**src/rtl/uart_receiver.sv**
```systemverilog
// uart_receiver: 8N1 serial-to-parallel receiver with a fixed clocks-per-bit
// sample count, mid-bit start validation and stop-bit framing check.
module uart_receiver #(
    parameter int CLKs_Per_Bit = 87,
    parameter bit MSB_FIRST    = 1'b1
) (
    input  logic       i_clk,
    input  logic       i_rst,
    input  logic       i_rx_serial,
    output logic [7:0] o_rx_byte,
    output logic       o_rx_dv,
    output logic       o_frame_err,
    output logic       o_rx_active
);

    localparam int unsigned CW = $clog2(CLKs_Per_Bit) + 1;
    localparam logic [CW-1:0] HALF = CW'((CLKs_Per_Bit - 1) / 2);
    localparam logic [CW-1:0] LAST = CW'(CLKs_Per_Bit - 1);

    typedef enum logic [1:0] {
        IDLE,
        START,
        DATA,
        STOP
    } state_t;

    state_t          r_state;
    logic [CW-1:0]   r_count;
    logic [2:0]      r_bit_idx;
    logic [7:0]      r_shift;
    logic            r_sync1;
    logic            r_sync2;
    logic            r_hist;

    logic            w_bit;
    logic            w_fall;
    logic [7:0]      w_shift_next;

    assign w_bit  = r_sync2;
    assign w_fall = r_hist & ~r_sync2;

    // Two-stage synchronizer plus history flop for falling-edge detection; idle-high reset
    always_ff @(posedge i_clk) begin
        if (i_rst) begin
            r_sync1 <= 1'b1;
            r_sync2 <= 1'b1;
            r_hist  <= 1'b1;
        end else begin
            r_sync1 <= i_rx_serial;
            r_sync2 <= r_sync1;
            r_hist  <= r_sync2;
        end
    end

    // Place the newly sampled bit so the first received bit lands at bit 7 or bit 0
    always_comb begin
        w_shift_next = r_shift;
        if (MSB_FIRST) begin
            w_shift_next = {r_shift[6:0], w_bit};
        end else begin
            w_shift_next = {w_bit, r_shift[7:1]};
        end
    end

    // Receive FSM: start validation at mid-bit, 8 data samples, stop check, registered strobes
    always_ff @(posedge i_clk) begin
        if (i_rst) begin
            r_state     <= IDLE;
            r_count     <= '0;
            r_bit_idx   <= '0;
            r_shift     <= '0;
            o_rx_byte   <= '0;
            o_rx_dv     <= 1'b0;
            o_frame_err <= 1'b0;
            o_rx_active <= 1'b0;
        end else begin
            o_rx_dv     <= 1'b0;
            o_frame_err <= 1'b0;
            case (r_state)
                IDLE: begin
                    r_count   <= '0;
                    r_bit_idx <= '0;
                    if (w_fall) begin
                        r_state     <= START;
                        o_rx_active <= 1'b1;
                    end
                end
                START: begin
                    if (r_count == HALF) begin
                        r_count <= '0;
                        if (!w_bit) begin
                            r_state <= DATA;
                        end else begin
                            r_state     <= IDLE;
                            o_rx_active <= 1'b0;
                        end
                    end else begin
                        r_count <= r_count + 1'b1;
                    end
                end
                DATA: begin
                    if (r_count == LAST) begin
                        r_count <= '0;
                        r_shift <= w_shift_next;
                        if (r_bit_idx == 3'd7) begin
                            r_bit_idx <= '0;
                            r_state   <= STOP;
                        end else begin
                            r_bit_idx <= r_bit_idx + 3'd1;
                        end
                    end else begin
                        r_count <= r_count + 1'b1;
                    end
                end
                STOP: begin
                    if (r_count == LAST) begin
                        r_count     <= '0;
                        r_state     <= IDLE;
                        o_rx_active <= 1'b0;
                        if (w_bit) begin
                            o_rx_byte <= r_shift;
                            o_rx_dv   <= 1'b1;
                        end else begin
                            o_frame_err <= 1'b1;
                        end
                    end else begin
                        r_count <= r_count + 1'b1;
                    end
                end
                default: begin
                    r_state <= IDLE;
                end
            endcase
        end
    end

endmodule

```
**config.mk**
```make
export PLATFORM = sky130hd
export DESIGN_NAME = uart_receiver
export DESIGN_NICKNAME = d
export VERILOG_FILES = /design/src/rtl/uart_receiver.sv
export SDC_FILE = /design/constraint.sdc
export NUM_CORES = 1
export LEC_CHECK = 0
export CORE_ASPECT_RATIO = 0.9
export CORE_MARGIN = 2
export CORE_UTILIZATION = 50
export CTS_CLUSTER_SIZE = 12
export DETAILED_ROUTE_END_ITERATION = 6
export GPL_TIMING_DRIVEN = 0
export PLACE_DENSITY = 0.72
export SYNTH_ARGS = -nofsm -noshare
export SYNTH_HDL_FRONTEND = slang
export SYNTH_SLANG_ARGS = --single-unit
```
**constraint.sdc**
```tcl
create_clock -name i_clk -period 2.5 [get_ports i_clk]
set_input_delay 0.375 -clock i_clk [delete_from_list [all_inputs] [get_ports i_clk]]
set_output_delay 0.375 -clock i_clk [all_outputs]
set_load 0.01 [all_outputs]
```
==> results of run 1 <==
[routing by layer]
layer  part of all wire  vias to the layer above  track usage
met1               0.49                      586        0.250
met3              0.046                        8       0.0481
met2               0.44                       37        0.303
li1                   -                      605            -
met5                  0                        -            0
met4              0.019                        0        0.111
[cell usage after synthesis (2+ instances only)]
cell and instances:
sky130_fd_sc_hd__or2_2 3, sky130_fd_sc_hd__nand4_1 5, sky130_fd_sc_hd__mux2i_1 16, sky130_fd_sc_hd__inv_1 3, sky130_fd_sc_hd__ha_1 4, sky130_fd_sc_hd__nand3_1 5, sky130_fd_sc_hd__xor2_1 2, sky130_fd_sc_hd__a221oi_1 3
sky130_fd_sc_hd__and3_1 2, sky130_fd_sc_hd__nor2b_1 3, sky130_fd_sc_hd__nor2_1 4, sky130_fd_sc_hd__nor3_1 4, sky130_fd_sc_hd__or3_1 3, sky130_fd_sc_hd__nand2b_1 17, sky130_fd_sc_hd__nand2_1 4, sky130_fd_sc_hd__a211oi_1 6
sky130_fd_sc_hd__o21ai_0 5, sky130_fd_sc_hd__buf_2 2, sky130_fd_sc_hd__dfxtp_1 35, sky130_fd_sc_hd__a21oi_1 2, sky130_fd_sc_hd__clkbuf_1 7
[per-stage QoR]
stage | worst slack, ps | cells | power [mW]
2_1_floorplan | 704 | 155 | 0.597
3_5_place_dp | 443 | 210 | 0.610
3_3_place_gp | 458 | 210 | 0.609
4_1_cts | 533 | 216 | 0.881
6_report | 526 | 216 | 0.871
5_1_grt | 319 | 216 | 0.909
[final cells by class]
type | instances | area share
Timing Repair Buffer | 13 | 0.0737
Tap cell | 42 | 0.0298
Clock buffer | 5 | 0.0213
Inverter | 3 | 0.00638
Sequential cell | 35 | 0.397
Buffer | 10 | 0.0269
Multi-Input combinational cell | 107 | 0.441
Clock inverter | 1 | 0.00425
[state kept, by name (all words and copies together) (netlist names), named ones only]
signal       count
r_sync2          1
r_count          8
r_state          1
o_frame_err      1
r_shift          8
o_rx_dv          1
r_bit_idx        3
o_rx_byte        8
r_sync1          1
r_hist           1
o_rx_active      1
[final timing paths]
kind / startpoint / end / slack, ps
setup / recovery: r_count[0] / r_shift[0] / 530
hold / removal: r_sync1 / r_sync2 / 420
setup reg to reg: r_count[0] / r_shift[0] / 530
hold reg to reg: r_sync1 / r_sync2 / 420
[cell families after synthesis]
logic type               Yosys count  share of synthesized area
AND/OR/NAND/NOR                   58                      0.231
buffers and inverters             13                     0.0382
multiplexers                      16                      0.104
flip-flops                        35                      0.456
XOR/XNOR                           3                     0.0171
AO/OA/AOI/OAI                     26                      0.121
adder cells (fa/ha/maj)            4                     0.0325
[where the power goes]
part           internal (mW)  switching (mW)
combinational         0.0143          0.0184
sequential             0.561         0.00335
clock                 0.0988           0.175
[cells in the final DEF, fill, tap and decap left out, types with 2 or more instances in the layout]
cell type                          n
sky130_fd_sc_hd__nor3_1            4
sky130_fd_sc_hd__dfxtp_1          35
sky130_fd_sc_hd__nor2_1            4
sky130_fd_sc_hd__a21oi_1           2
sky130_fd_sc_hd__nor2b_1           3
sky130_fd_sc_hd__and3_1            2
sky130_fd_sc_hd__clkdlybuf4s50_1  13
sky130_fd_sc_hd__mux2i_1          16
sky130_fd_sc_hd__xor2_1            2
sky130_fd_sc_hd__nand4_1           5
sky130_fd_sc_hd__nand3_1           5
sky130_fd_sc_hd__nand2_1           4
sky130_fd_sc_hd__clkbuf_4          5
sky130_fd_sc_hd__ha_1              4
sky130_fd_sc_hd__inv_1             3
sky130_fd_sc_hd__buf_2             2
sky130_fd_sc_hd__or3_1             3
sky130_fd_sc_hd__a221oi_1          3
sky130_fd_sc_hd__clkbuf_1          7
sky130_fd_sc_hd__o21ai_0           5
sky130_fd_sc_hd__nand2b_1         17
sky130_fd_sc_hd__or2_2             3
sky130_fd_sc_hd__a211oi_1          6
==> impl_metrics.py, run 1 <==
metrics = {
    "run_status": {
        "run_status": "completed",
    },
    "routing": {
        "drc_errors": 0,
        "wl_um": 3110,
        "dr_total_vias": 1236,
        "avgViaCountPerCell": 5.72,
        "routed_wire_length_per_instance_um": 14.4,
        "dr.first_iter.drc_count": 51,
        "antenna_nets_post_route": 0,
        "iteration_count_of_the_initial_detailed_routing_pass": 4,
    },
    "logic_synthesis": {
        "synth_largest_type_area_fraction": 0.456,
        "seq_area_frac_synth": 0.456,
        "synth.net_count": 162,
        "top_flip_flop_cell_by_instance_count_after_synthesis": "sky130_fd_sc_hd__dfxtp_1",
        "synth.area.top_cells": "sky130_fd_sc_hd__dfxtp_1 46%, sky130_fd_sc_hd__mux2i_1 10%, sky130_fd_sc_hd__nand2b_1 6.9%, sky130_fd_sc_hd__ha_1 3.3%, sky130_fd_sc_hd__a211oi_1 2.9%",
        "synth_top_cell_by_area": "sky130_fd_sc_hd__dfxtp_1",
        "syn-mean-instance-area_um2": 9.92,
        "number_of_library_cell_types_mapped_by_synthesis": 41,
        "synthCells": 155,
        "yosys_register_bits": 35,
        "postSynth.asyncResetShare": 0,
        "synth_area_um2": 1540,
        "yosys_warns": 0,
        "synth_enable_flop_cells": 0,
    },
    "finish": {
        "layout.nets": 182,
        "post_route_cells_drive_above_1_share": 0.0862,
        "fin_area_um2": 1770,
        "sequential_area_um2": 701,
        "antenna_cells": 0,
        "multi_input_area_um2": 778,
        "final_util": 0.589,
        "syn2layout_area_growth_pct": 14.8,
        "filler_cell_count": 281,
    },
    "grt": {
        "final_global_route_overflow_total": 0,
        "first_global_vias": 1213,
        "grtUsageTotal": 0.195,
        "maximum_number_of_pins_on_one_net_before_global_route_repair": 11,
        "number_of_antenna_violations_at_the_first_check_in_global_routing": 0,
        "first_pass_grt_wire_length_um": 5380,
    },
    "die": {
        "die_area_um2": 3540,
        "fp.dieH_um": 56.6,
        "die_width_um": 62.5,
        "io_pins": 14,
        "std_cell_rows": 19,
        "core_area_um2": 3000,
        "start_util": 0.513,
    },
    "sta": {
        "setup_viol_count_final": 0,
        "hold_viol_final": 0,
        "fin_tns_setup_ps": 0,
        "max_freq_ghz": 0.507,
        "clock-skew-final_ps": 9.38,
        "tightestPinTransition_ps": 619,
        "finalWorstPathRequiredPeriod_ps": 1970,
        "grt_setup_unrepaired": "false",
        "hold_ws_ps": 422,
        "final_worst_path_period_share": 0.790,
        "finalMaxSlewViolations": 0,
        "max_slew_margin": 0.584,
    },
    "power": {
        "power_leakage_nw": 0.630,
        "vdd.ir_drop.worst_v": 0.000368,
        "pwr_density_cell_nw_per_um2": 493,
    },
    "placed_design": {
        "detailed_placement_hpwl_um": 2150,
        "place.port_buffers": 13,
        "place_congestion": 0.825,
        "postPlaceCellArea_um2": 1720,
    },
    "setup_path": {
        "timing.critical_path.required_ps": 2770,
        "timing.critical_path.cells": "inv_1 -> ha_1 -> nor3b_1 -> and3_1 -> buf_2 -> mux2i_1",
        "timing.setup.critical_path_class": "reg2reg",
        "worstPathArrival_ps": 2240,
        "crit_fanout": 8,
        "worst-path-buf-inv": 2,
        "critical_path.startpoint_type": "register",
        "reg2regPathDepth": 6,
        "setup.worst_path.end_class": "register",
        "crit_path_max_incr_delay_ps": 550,
        "path_depth": 6,
        "cp_top_family": "simple AND/OR/NAND/NOR gates",
        "timing.critical_path.slowest_stage_cell": "sky130_fd_sc_hd__nor3b_1",
    },
    "clock_tree": {
        "cts_inserted_buffers": 5,
        "cts_tree": "built",
        "holdBufCountCts": 0,
        "cts-resized-gates": 0,
        "cts_post_setup_buffers_inserted": 0,
        "h-tree-depth": 2,
        "clock_insertion_delay_worst_skew_ps": 340,
        "cts_root_buf": "sky130_fd_sc_hd__clkbuf_4",
        "cts-root-to-sink-buffers": 2,
        "cts_sinks": 35,
        "cts_clock_pin_slew_for_the_worst_setup_and_hold_paths_ps": 90,
    },
    "worst_hold_path": {
        "min_delay_path_depth": 1,
        "holdCritPathClass": "reg2reg",
    },
    "run": {
        "max_cap_violations": 0,
    },
}
(Power assumes the default switching activity.)
==> run 2: changes to the inputs <==
Clock period 2.5 ns to 2 ns, I/O delays scaled along.
==> impl_metrics.py, run 2 (same netlist as run 1, synthesis figures left out) <==
metrics = {
    "clock_tree": {
        "clock_insertion_delay_worst_skew_ps": 340,
        "cts_sinks": 35,
        "cts_post_setup_buffers_inserted": 0,
        "cts_inserted_buffers": 5,
        "h-tree-depth": 2,
        "cts_root_buf": "sky130_fd_sc_hd__clkbuf_4",
        "cts-root-to-sink-buffers": 2,
        "holdBufCountCts": 0,
        "cts_tree": "built",
        "cts-resized-gates": 0,
        "cts_clock_pin_slew_for_the_worst_setup_and_hold_paths_ps": 90,
    },
    "grt": {
        "grtUsageTotal": 0.195,
        "first_global_vias": 1213,
        "first_pass_grt_wire_length_um": 5380,
        "maximum_number_of_pins_on_one_net_before_global_route_repair": 11,
        "number_of_antenna_violations_at_the_first_check_in_global_routing": 0,
        "final_global_route_overflow_total": 0,
    },
    "setup_path": {
        "timing.critical_path.required_ps": 2230,
        "worst-r2r-setup-slack_ps": 80,
        "worstReg2RegStart": "r_count[0]",
        "critical_path.startpoint_type": "register",
        "critical_path.endpoint": "o_rx_byte[3]",
        "timing.setup.critical_path_class": "reg2reg",
        "crit_path_max_incr_delay_ps": 490,
        "crit_start": "r_count[0]",
        "setup.worst_path.end_class": "register",
        "timing.critical_path.cells": "inv_1 -> ha_1 -> or3b_4 -> or4_4 -> buf_6 -> mux2i_1",
        "reg2regPathDepth": 6,
        "worstPathArrival_ps": 2160,
        "crit_fanout": 9,
        "terminus_of_the_critical_flop_to_flop_path": "o_rx_byte[3]",
        "timing.critical_path.slowest_stage_cell": "sky130_fd_sc_hd__or4_4",
    },
    "finish": {
        "layout_common_cells": "33 x sky130_fd_sc_hd__dfxtp_1, 17 x sky130_fd_sc_hd__nand2b_1, 16 x sky130_fd_sc_hd__mux2i_1",
        "largest_registers": "o_rx_byte (8), r_count (8), r_shift (8)",
        "post_route_cells_drive_above_1_share": 0.103,
        "final_common_cell": "sky130_fd_sc_hd__dfxtp_1",
        "layout.nets": 182,
        "syn2layout_area_growth_pct": 15.3,
        "antenna_cells": 0,
        "filler_cell_count": 281,
    },
    "power": {
        "pwr_density_cell_nw_per_um2": 614,
        "vdd.ir_drop.worst_v": 0.000459,
        "power_leakage_nw": 0.636,
        "total_power_mw": 1.09,
    },
    "routing": {
        "wl_um": 3070,
        "drc_errors": 0,
        "dr_total_vias": 1228,
        "dr.first_iter.drc_count": 48,
        "routed_wire_length_per_instance_um": 14.2,
        "avgViaCountPerCell": 5.69,
        "iteration_count_of_the_initial_detailed_routing_pass": 4,
        "antenna_nets_post_route": 0,
    },
    "die": {
        "fp.dieH_um": 56.6,
        "core_area_um2": 3000,
        "std_cell_rows": 19,
        "start_util": 0.513,
        "io_pins": 14,
        "die_width_um": 62.5,
        "die_area_um2": 3540,
    },
    "run": {
        "max_cap_violations": 0,
    },
    "sta": {
        "final_worst_path_period_share": 0.962,
        "finalMaxSlewViolations": 0,
        "fin_tns_setup_ps": 0,
        "grt_setup_unrepaired": "false",
        "clock-skew-final_ps": 9.27,
        "hold_viol_final": 0,
        "tightestPinTransition_ps": 607,
        "max_freq_ghz": 0.520,
        "max_slew_margin": 0.593,
        "finalWorstPathRequiredPeriod_ps": 1920,
        "timing.final.ws_setup_ps": 76.2,
        "setup_viol_count_final": 0,
    },
    "placed_design": {
        "dpl_worst_slack_ps": 18.5,
        "place_congestion": 0.825,
        "detailed_placement_hpwl_um": 2150,
        "place.port_buffers": 13,
    },
    "worst_hold_path": {
        "holdCritPathClass": "reg2reg",
    },
    "run_status": {
        "run_status": "completed",
    },
}
==> run 2: layer usage <==
| metal | up-vias | wire [um] | global-route usage |
|---|---|---|---|
| li1 | 606 | - | - |
| met1 | 590 | 1540 | 0.250 |
| met2 | 22 | 1360 | 0.303 |
| met3 | 10 | 101 | 0.0481 |
| met4 | 0 | 71 | 0.111 |
| met5 | - | 0 | 0 |
==> run 2: power by group <==
group / internal [mW] / total, mW / leakage (nW) / switching, mW
Clock: 0.123 / 0.341 / 0.0232 / 0.218
Sequential: 0.702 / 0.706 / 0.284 / 0.00417
Combinational: 0.0179 / 0.0411 / 0.329 / 0.0231
Total: 0.843 / 1.09 / 0.636 / 0.245
==> run 2: area by class of cell <==
| type | count | area [um2] | area share |
|---|---|---|---|
| multi-input combinational | 107 | 783 | 0.442 |
| sequential | 35 | 703 | 0.397 |
| timing repair buffer | 13 | 130 | 0.0734 |
| tap | 42 | 52.6 | 0.0296 |
| buffer | 10 | 47.5 | 0.0268 |
| clock buffer | 5 | 37.5 | 0.0212 |
| inverter | 3 | 11.3 | 0.00635 |
| clock inverter | 1 | 7.51 | 0.00423 |
==> run 2: worst min path at each step <==
stage                  from  slack (ps)  endpoint  cells after the start
floorplan           r_sync1         390   r_sync2                      1
global placement    r_sync1         400   r_sync2                      1
detailed placement  r_sync1         400   r_sync2                      1
CTS                 r_sync1         430   r_sync2                      1
global route        r_sync1         440   r_sync2                      1
finish              r_sync1         420   r_sync2                      1
==> run 2: stage by stage <==
stage	util	hold slack, ps	std cells	cell area [um2]
after floorplan	-	389	155	1540
after global placement	0.574	397	210	1720
after detailed placement	0.574	400	210	1720
after CTS	0.589	426	216	1770
after global routing	0.592	444	216	1770
final	0.592	422	216	1770
==> run 2: worst max-delay path: cells and delay by family, from the launching register on <==
family                   cells  cell delay (ps)
buffers and inverters        2              230
adder cells (fa/ha/maj)      1              190
AND/OR/NAND/NOR              2              910
multiplexers                 1              120
flip-flops                   1              360
==> run 3: changes to the inputs <==
Settings changed: CORE_UTILIZATION 50 to 55, PLACE_DENSITY 0.72 to 0.78, SLEW_MARGIN set to 20.
==> impl_metrics.py, run 3 (same netlist as run 1, synthesis figures left out) <==
metrics = {
    "clock_tree": {
        "cts_root_buf": "sky130_fd_sc_hd__clkbuf_4",
        "cts_clock_pin_slew_for_the_worst_setup_and_hold_paths_ps": 100,
        "h-tree-depth": 2,
        "cts_inserted_buffers": 5,
        "clock_insertion_delay_worst_skew_ps": 330,
        "cts-root-to-sink-buffers": 2,
        "cts_tree": "built",
        "cts_sinks": 35,
    },
    "sta": {
        "finalMaxSlewViolations": 0,
        "hold_viol_final": 0,
        "finalWorstPathRequiredPeriod_ps": 1910,
        "max_slew_margin": 0.601,
        "clock-skew-final_ps": 2.36,
        "max_freq_ghz": 0.523,
        "fin_tns_setup_ps": 0,
        "setup_viol_count_final": 0,
        "final_worst_path_period_share": 0.956,
        "tightestPinTransition_ps": 593,
        "grt_setup_unrepaired": "false",
    },
    "power": {
        "power_leakage_nw": 0.646,
        "swShare": 0.222,
        "power.switching_mw": 0.244,
        "clkPwrFrac": 0.322,
        "total_power_mw": 1.10,
        "sequentialPowerShare": 0.641,
        "vdd.ir_drop.worst_v": 0.000367,
        "pwr_density_cell_nw_per_um2": 622,
        "cellInternalPower_mw": 0.857,
        "power_frac_comb": 0.037,
    },
    "die": {
        "die_area_um2": 3240,
        "die_width_um": 59.7,
        "io_pins": 14,
        "fp.dieH_um": 54.2,
        "core_area_um2": 2700,
        "std_cell_rows": 18,
        "start_util": 0.569,
    },
    "grt": {
        "grtUsageTotal": 0.210,
        "maximum_number_of_pins_on_one_net_before_global_route_repair": 11,
        "first_pass_grt_wire_length_um": 4950,
        "final_global_route_overflow_total": 0,
        "first_global_vias": 1128,
        "number_of_antenna_violations_at_the_first_check_in_global_routing": 0,
    },
    "setup_path": {
        "crit_path_max_incr_delay_ps": 490,
        "setup.worst_path.end_class": "register",
        "worstReg2RegStart": "r_count[0]",
        "critical_path.startpoint_type": "register",
        "timing.critical_path.required_ps": 2220,
        "timing.critical_path.slowest_stage_cell": "sky130_fd_sc_hd__or4_4",
        "reg2regPathDepth": 6,
        "worstPathArrival_ps": 2140,
        "crit_fanout": 9,
        "crit_start": "r_count[0]",
        "timing.critical_path.cells": "inv_1 -> ha_1 -> or3b_4 -> or4_4 -> buf_6 -> mux2i_1",
        "timing.setup.critical_path_class": "reg2reg",
    },
    "finish": {
        "largest_registers": "o_rx_byte (8), r_count (8), r_shift (8)",
        "multi_input_area_um2": 783,
        "final_common_cell": "sky130_fd_sc_hd__dfxtp_1",
        "post_route_cells_drive_above_1_share": 0.107,
        "antenna_cells": 0,
        "fin_area_um2": 1770,
        "sequential_area_um2": 703,
        "layout.nets": 183,
        "syn2layout_area_growth_pct": 15.1,
        "layout_common_cells": "33 x sky130_fd_sc_hd__dfxtp_1, 17 x sky130_fd_sc_hd__nand2b_1, 16 x sky130_fd_sc_hd__mux2i_1",
        "filler_cell_count": 231,
    },
    "routing": {
        "avgViaCountPerCell": 5.93,
        "drc_errors": 0,
        "dr_total_vias": 1227,
        "antenna_nets_post_route": 0,
        "iteration_count_of_the_initial_detailed_routing_pass": 4,
        "routed_wire_length_per_instance_um": 14.4,
        "dr.first_iter.drc_count": 31,
        "wl_um": 2990,
    },
    "worst_hold_path": {
        "min_delay_path_depth": 1,
        "hold_path.startpoint": "r_sync1",
        "holdCritPathClass": "reg2reg",
    },
    "run_status": {
        "run_status": "completed",
    },
    "placed_design": {
        "detailed_placement_hpwl_um": 2160,
        "place_congestion": 0.848,
        "place.port_buffers": 13,
        "postPlaceCellArea_um2": 1710,
    },
    "run": {
        "max_cap_violations": 0,
    },
}
## run 3: power by group through the flow
stage          Combinational (mW)  Clock [mW]  Sequential, mW
6_report                   0.0402       0.355           0.706
5_1_grt                    0.0449       0.392           0.707
4_1_cts                    0.0400       0.368           0.706
2_1_floorplan              0.0248           0           0.721
3_5_place_dp               0.0398           0           0.722
3_3_place_gp               0.0390           0           0.722
## run 3: final cells by class
cell class	count	share of cell area
repair buffers	14	0.0777
plain buffers	10	0.0269
flip-flops and latches	35	0.397
clock buffers	7	0.0254
well taps	30	0.0212
inverters	3	0.00636
multi-input cells	107	0.442
clock inverters	1	0.00283
## run 3: critical path, delay by kind of cell, from the launching register on
family	cells	cell delay [ps]
buffers and inverters	2	230
multiplexers	1	120
flip-flops	1	360
adder cells (fa/ha/maj)	1	190
AND/OR/NAND/NOR	2	910
## run 3: path summary, 6_finish.rpt
check                 end  slack [ps]
max          o_rx_byte[7]          90
min               r_sync2         440
max reg2reg  o_rx_byte[7]          90
min reg2reg       r_sync2         440
## run 3: routing by layer
metal | part of all wire | vias to the layer above | GRT usage
met4 | 0.013 | 0 | 0.0963
met1 | 0.49 | 585 | 0.270
li1 | - | 614 | -
met3 | 0.031 | 6 | 0.0577
met5 | 0 | - | 0
met2 | 0.47 | 22 | 0.330
## run 3: per-stage QoR
step / worst slack, ps / hold slack [ps] / cells / utilization
2_1_floorplan: 204 / 389 / 155 / -
3_3_place_gp: 39.2 / 396 / 198 / 0.631
3_5_place_dp: 26.0 / 402 / 198 / 0.631
4_1_cts: 30.8 / 441 / 206 / 0.651
5_1_grt: 12.8 / 464 / 207 / 0.655
6_report: 87.1 / 436 / 207 / 0.655
## run 3: repair_timing
action | in CTS | in global routing
buffers inserted | 0 | 1
endpoints found under the setup margin | 2 | 7
resized for setup | 1 | 2
hold buffers | 0 | 0
